--- config.mk ---
export PLATFORM = sky130hd
export DESIGN_NAME = response_sm
export DESIGN_NICKNAME = d
export VERILOG_FILES = /design/src/rtl/response_sm.sv
export SDC_FILE = /design/constraint.sdc
export NUM_CORES = 1
export LEC_CHECK = 0
export ABC_AREA = 1
export CORE_UTILIZATION = 45
export DETAILED_ROUTE_END_ITERATION = 8
export HOLD_SLACK_MARGIN = 0.12
export PLACE_DENSITY = 0.86
export SYNTH_ARGS = -nofsm -noshare
export SYNTH_HDL_FRONTEND = slang
export SYNTH_SLANG_ARGS = --single-unit
--- constraint.sdc ---
create_clock -name clk -period 2.3 [get_ports clk]
set_input_delay 0.69 -clock clk [delete_from_list [all_inputs] [get_ports clk]]
set_output_delay 0.69 -clock clk [all_outputs]
set_load 0.05 [all_outputs]
--- src/rtl/response_sm.sv ---
`default_nettype none
// ============================================================================
// Module   : response_sm
// Purpose  : Serialises one response packet onto an AXI-stream tx interface.
//            A packet is a three-word header (RSN, RC, RDC) followed by RDC
//            data words passed through from the command processor. tlast
//            marks the final word of the frame. rsp_done pulses for one
//            cycle when the packet is complete.
// Ports    : clk, reset              - clock, synchronous active-high reset
//            send_rsp                - start a packet (sampled in IDLE only)
//            rsp_ser_num/rsp_code    - header words, latched at start
//            rsp_data_count          - number of data words, latched at start
//            rd_tdata/tvalid/tready  - data word source (pass-through)
//            tx_tdata/tvalid/tkeep/tlast/tready - AXI-stream to tx FIFO
//            rsp_busy, rsp_done      - status
// Revision : 1.0 - initial release
// ============================================================================
module response_sm #(
  parameter int DATA_W = 32,
  parameter int CNT_W  = 16
) (
  input  logic              clk,
  input  logic              reset,
  input  logic              send_rsp,
  input  logic [DATA_W-1:0] rsp_ser_num,
  input  logic [DATA_W-1:0] rsp_code,
  input  logic [CNT_W-1:0]  rsp_data_count,
  input  logic [DATA_W-1:0] rd_tdata,
  input  logic              rd_tvalid,
  output logic              rd_tready,
  output logic [DATA_W-1:0] tx_tdata,
  output logic              tx_tvalid,
  output logic [0:3]        tx_tkeep,
  output logic              tx_tlast,
  input  logic              tx_tready,
  output logic              rsp_busy,
  output logic              rsp_done
);

  typedef enum logic [5:0] {
    IDLE     = 6'b000001,
    SEND_RSN = 6'b000010,
    SEND_RC  = 6'b000100,
    SEND_RDC = 6'b001000,
    SEND_RD  = 6'b010000,
    DONE     = 6'b100000
  } state_t;

  state_t              state_q, state_d;
  logic [DATA_W-1:0]   rsn_q, rsn_d;
  logic [DATA_W-1:0]   rc_q, rc_d;
  logic [CNT_W-1:0]    rdc_q, rdc_d;
  logic [CNT_W-1:0]    cnt_q, cnt_d;
  logic                busy_q;
  logic                done_q;

  logic                w_valid;
  logic [DATA_W-1:0]   w_data;
  logic                w_last;
  logic                w_rd_ready;
  logic                w_rdc_zero;
  logic                w_cnt_one;

  assign w_rdc_zero = (rdc_q == '0);
  assign w_cnt_one  = (cnt_q == CNT_W'(1));

  // --------------------------------------------------------------------------
  // Next-state logic. The counter is loaded when leaving SEND_RDC so it holds
  // RDC on entry to SEND_RD; the packet leaves SEND_RD on the transfer made
  // with the counter at 1, so it never reaches 0 and cannot wrap.
  // --------------------------------------------------------------------------
  always_comb begin
    state_d = state_q;
    rsn_d   = rsn_q;
    rc_d    = rc_q;
    rdc_d   = rdc_q;
    cnt_d   = cnt_q;
    case (state_q)
      IDLE: begin
        if (send_rsp) begin
          rsn_d   = rsp_ser_num;
          rc_d    = rsp_code;
          rdc_d   = rsp_data_count;
          state_d = SEND_RSN;
        end
      end
      SEND_RSN: begin
        if (tx_tready) state_d = SEND_RC;
      end
      SEND_RC: begin
        if (tx_tready) state_d = SEND_RDC;
      end
      SEND_RDC: begin
        if (tx_tready) begin
          if (w_rdc_zero) begin
            state_d = DONE;
          end else begin
            cnt_d   = rdc_q;
            state_d = SEND_RD;
          end
        end
      end
      SEND_RD: begin
        if (rd_tvalid && tx_tready) begin
          cnt_d = cnt_q - CNT_W'(1);
          if (w_cnt_one) state_d = DONE;
        end
      end
      DONE: begin
        // send_rsp is deliberately not looked at here.
        state_d = IDLE;
      end
      default: begin
        state_d = IDLE;
      end
    endcase
  end

  always_ff @(posedge clk) begin
    if (reset) begin
      state_q <= IDLE;
      rsn_q   <= '0;
      rc_q    <= '0;
      rdc_q   <= '0;
      cnt_q   <= '0;
      busy_q  <= 1'b0;
      done_q  <= 1'b0;
    end else begin
      state_q <= state_d;
      rsn_q   <= rsn_d;
      rc_q    <= rc_d;
      rdc_q   <= rdc_d;
      cnt_q   <= cnt_d;
      busy_q  <= (state_d != IDLE);
      done_q  <= (state_d == DONE);
    end
  end

  // --------------------------------------------------------------------------
  // Stream outputs. Header words come from the latched registers; data words
  // are a combinational pass-through of the rd stream.
  // --------------------------------------------------------------------------
  always_comb begin
    w_valid    = 1'b0;
    w_data     = '0;
    w_last     = 1'b0;
    w_rd_ready = 1'b0;
    case (state_q)
      SEND_RSN: begin
        w_valid = 1'b1;
        w_data  = rsn_q;
      end
      SEND_RC: begin
        w_valid = 1'b1;
        w_data  = rc_q;
      end
      SEND_RDC: begin
        w_valid = 1'b1;
        w_data  = DATA_W'(rdc_q);
        w_last  = w_rdc_zero;
      end
      SEND_RD: begin
        w_valid    = rd_tvalid;
        w_data     = rd_tdata;
        w_last     = rd_tvalid && w_cnt_one;
        w_rd_ready = tx_tready;
      end
      default: begin
        w_valid = 1'b0;
      end
    endcase
  end

  // Outputs are forced quiet while reset is asserted so a partial frame is
  // cut off immediately, never with a tlast.
  assign tx_tvalid = w_valid && !reset;
  assign tx_tdata  = w_data;
  assign tx_tlast  = w_last && !reset;
  assign tx_tkeep  = {4{tx_tvalid}};
  assign rd_tready = w_rd_ready && !reset;
  assign rsp_busy  = busy_q && !reset;
  assign rsp_done  = done_q && !reset;

endmodule
`default_nettype wire

==> results_dict.tcl <==
set metrics [dict create \
    yosys-top-cells-area "dfxtp_1 (40%), nor2_1 (15%), nand2_1 (14%), o21ai_0 (8.6%), nand3_1 (3.4%)" \
    synthDistinctLibCells 33 \
    peakVddDrop_mv 0.561 \
    path_delay_family "buffers and inverters" \
    clock_skew_ps 8.70 \
    wl_mm 17.7 \
    cts_tree "yes" \
    ys_warn_count 0 \
    layout.nets 1077 \
    grt_pass1_vias 5731 \
    crit_buf_inv 5 \
    ys.flop_type "dfxtp_1" \
    vias_per_cell 5.38 \
    grt_pass1_wl_mm 28.1 \
    clkSlewWorstSetupHoldPaths_ps 70 \
    route.detailed.drc 0 \
    clock_latency_ps 350 \
    tightest_slew_ps 471 \
    synthCells 793 \
    antenna_found_initial 2 \
    syn_to_final_growth_pct 53.2 \
    port_buffers 157 \
    row_count 38 \
    hold_viol 0 \
    ys_top_cells_by_count "nor2_1 (202), nand2_1 (197), dfxtp_1 (104)" \
    crit_arrival_ps 1770 \
    synth_top_area_share_pct 40.3 \
    dieArea_mm2 0.0119 \
    ctsHoldBuffers 0 \
    total_power_mw 4.53 \
    crit_type "flip-flop to output pin" \
    die_h_um 109 \
    max-cap-violations 0 \
    hpwl_mm 11.2 \
    hold_ws_ps 487 \
    max_clock_freq_mhz 406 \
    synth_top_area_cell "dfxtp_1" \
    critical-path-max-stage-delay_ps 380 \
    wl_per_cell_um 16.0 \
    required_ps 1610 \
    syn_area_per_cell_um2 6.51 \
    synth-edff-count 0 \
    period_minus_slack_ps 2460 \
    dieWidth_um 109 \
    status "finished, violations left" \
    cts.htree.levels 3 \
    power.density_mw_per_mm2 573 \
    cpMaxStageDelayCell "dfxtp_1" \
    clock_sinks 104 \
    place_congestion 0.945 \
    crit_fanout 8 \
    startpoint_type "flip-flop" \
    numCtsBuffers 9 \
    critPathCaptureType "output pin" \
    violations "setup timing" \
    hp-class "flip-flop to flip-flop" \
    yosysMostFrequentCell "nor2_1" \
    drv_slew 0 \
    core_region_area_mm2 0.0110 \
    timing.setup.tns_ps -4940 \
    ant_nets 0 \
    fin_util_pct 71.7 \
    io_pins 158 \
    drive_above_1_share_pct 17.7 \
    min_period_over_period_pct 107 \
    grt_max_degree 51 \
    synthArstFlopShare_pct 0 \
    vias 5936 \
    start_util_pct 46.8 \
    worstPathCellList "inv_1 > nor3_4 > buf_6 > buf_12 > buf_16 > nand2_2 > nand3_2 > buf_8" \
    syn_nets 912 \
    fin_ws_ps -165 \
    root_buffer "clkbuf_16" \
    slew-limit-headroom_pct 68.5 \
    rsz0062_at_grt "true" \
    postSynthRegisterBits 104 \
    syn_area_mm2 0.00517 \
    seq_area_frac_synth_pct 40.3 \
    setup_viol 38 \
    grt-ovfl-total 0 \
    cts_buffer_depth 2 \
    grt_usage_pct 31.0 \
    first_iter_violations 354 \
    dr.pass1.iters 7 \
    p_leak_nw 3.58 \
]
path summary, 6_finish.rpt:
| kind | from | end | slack [ps] | cells past startpoint |
|---|---|---|---|---|
| worst max-delay path | state_q[2] | tx_tdata[20] | -160 | 8 |
| worst min-delay path | cnt_q[14] | cnt_q[14] | 490 | 2 |
| worst max register to register | state_q[0] | cnt_q[1] | 350 | 11 |
| worst min register to register | cnt_q[14] | cnt_q[14] | 490 | 2 |
routing by layer:
metal,vias to the layer above,share of wire (%),global-route usage [%]
met5,-,0,0
met4,0,3.9,15.9
met3,51,8.8,8.97
met2,281,49,51.6
met1,2736,38,35.9
li1,2868,-,-
power by group:
part | switching, mW | total [mW] | internal (mW)
Clock | 0.725 | 1.72 | 0.999
Combinational | 0.387 | 0.743 | 0.357
Sequential | 0.107 | 2.06 | 1.96
Total | 1.22 | 4.53 | 3.31
timing repair:
action / in CTS / in global routing
gates cloned: 3 / 0
hold endpoints to repair: 0 / 0
setup buffers: 13 / 2
setup endpoints to repair: 41 / 39
pin swaps: 9 / 6
gates resized for setup: 88 / 26
worst reg2reg max path: cells and delay by family (launching register included):
family | cells | cell delay, ps
AOI/OAI and AO/OA | 1 | 250
buffers and inverters | 4 | 530
DFF | 1 | 340
and+or+nand+nor | 6 | 710
cells by family (layout without fill, tap and decap cells):
family | Yosys count | in the layout | share of synthesized area (%)
XOR/XNOR | 1 | 1 | 0.170
AO/OA/AOI/OAI | 133 | 133 | 13.4
buffers and inverters | 83 | 253 | 7.92
adder cells (fa/ha/maj) | 2 | 2 | 0.484
other | 0 | 1 | 0
AND/OR/NAND/NOR | 470 | 470 | 37.7
flip-flops | 104 | 104 | 40.3
area by class of cell:
class	count	area, um^2
inverters	36	151
diodes	1	2.50
fillers	862	3120
flip-flops and latches	104	2090
clock inverters	5	87.6
multi-input cells	606	2890
repair buffers	201	2270
clock buffers	11	243
well taps	140	175
placed cells by master, fill, tap and decap left out, drive strengths merged:
cell / synthesis / layout
a21oi: 27 / 27
nor3: 4 / 4
xor2: 1 / 1
o21ai: 97 / 97
o21a: 1 / 1
clkdlybuf4s50: 0 / 113
o2111ai: 5 / 5
and3: 1 / 1
dlygate4sd2: 0 / 3
a31oi: 1 / 1
diode: 0 / 1
dfxtp: 104 / 104
nand2: 201 / 201
nand4: 16 / 16
clkbuf: 24 / 11
or2: 3 / 3
bufinv: 0 / 2
a211oi: 2 / 2
ha: 2 / 2
nand3: 36 / 36
clkinv: 2 / 3
buf: 23 / 85
nor2: 209 / 209
inv: 34 / 36
per-stage QoR:
step | std cells | setup slack [ps] | cell area [um^2]
after floorplan | 793 | -23.1 | 5180
after global placement | 1069 | -142 | 6950
after detailed placement | 1069 | -178 | 6950
after CTS | 1101 | -175 | 7800
after global routing | 1104 | -246 | 7910
final | 1104 | -165 | 7910
registers in the layout, summed over array words and instances (netlist names):
signal and count:
rc_q 32, rsn_q 32, cnt_q 16, rdc_q 16, state_q 6, busy_q 1
done_q 1
Power figures use the tool's default switching activity.
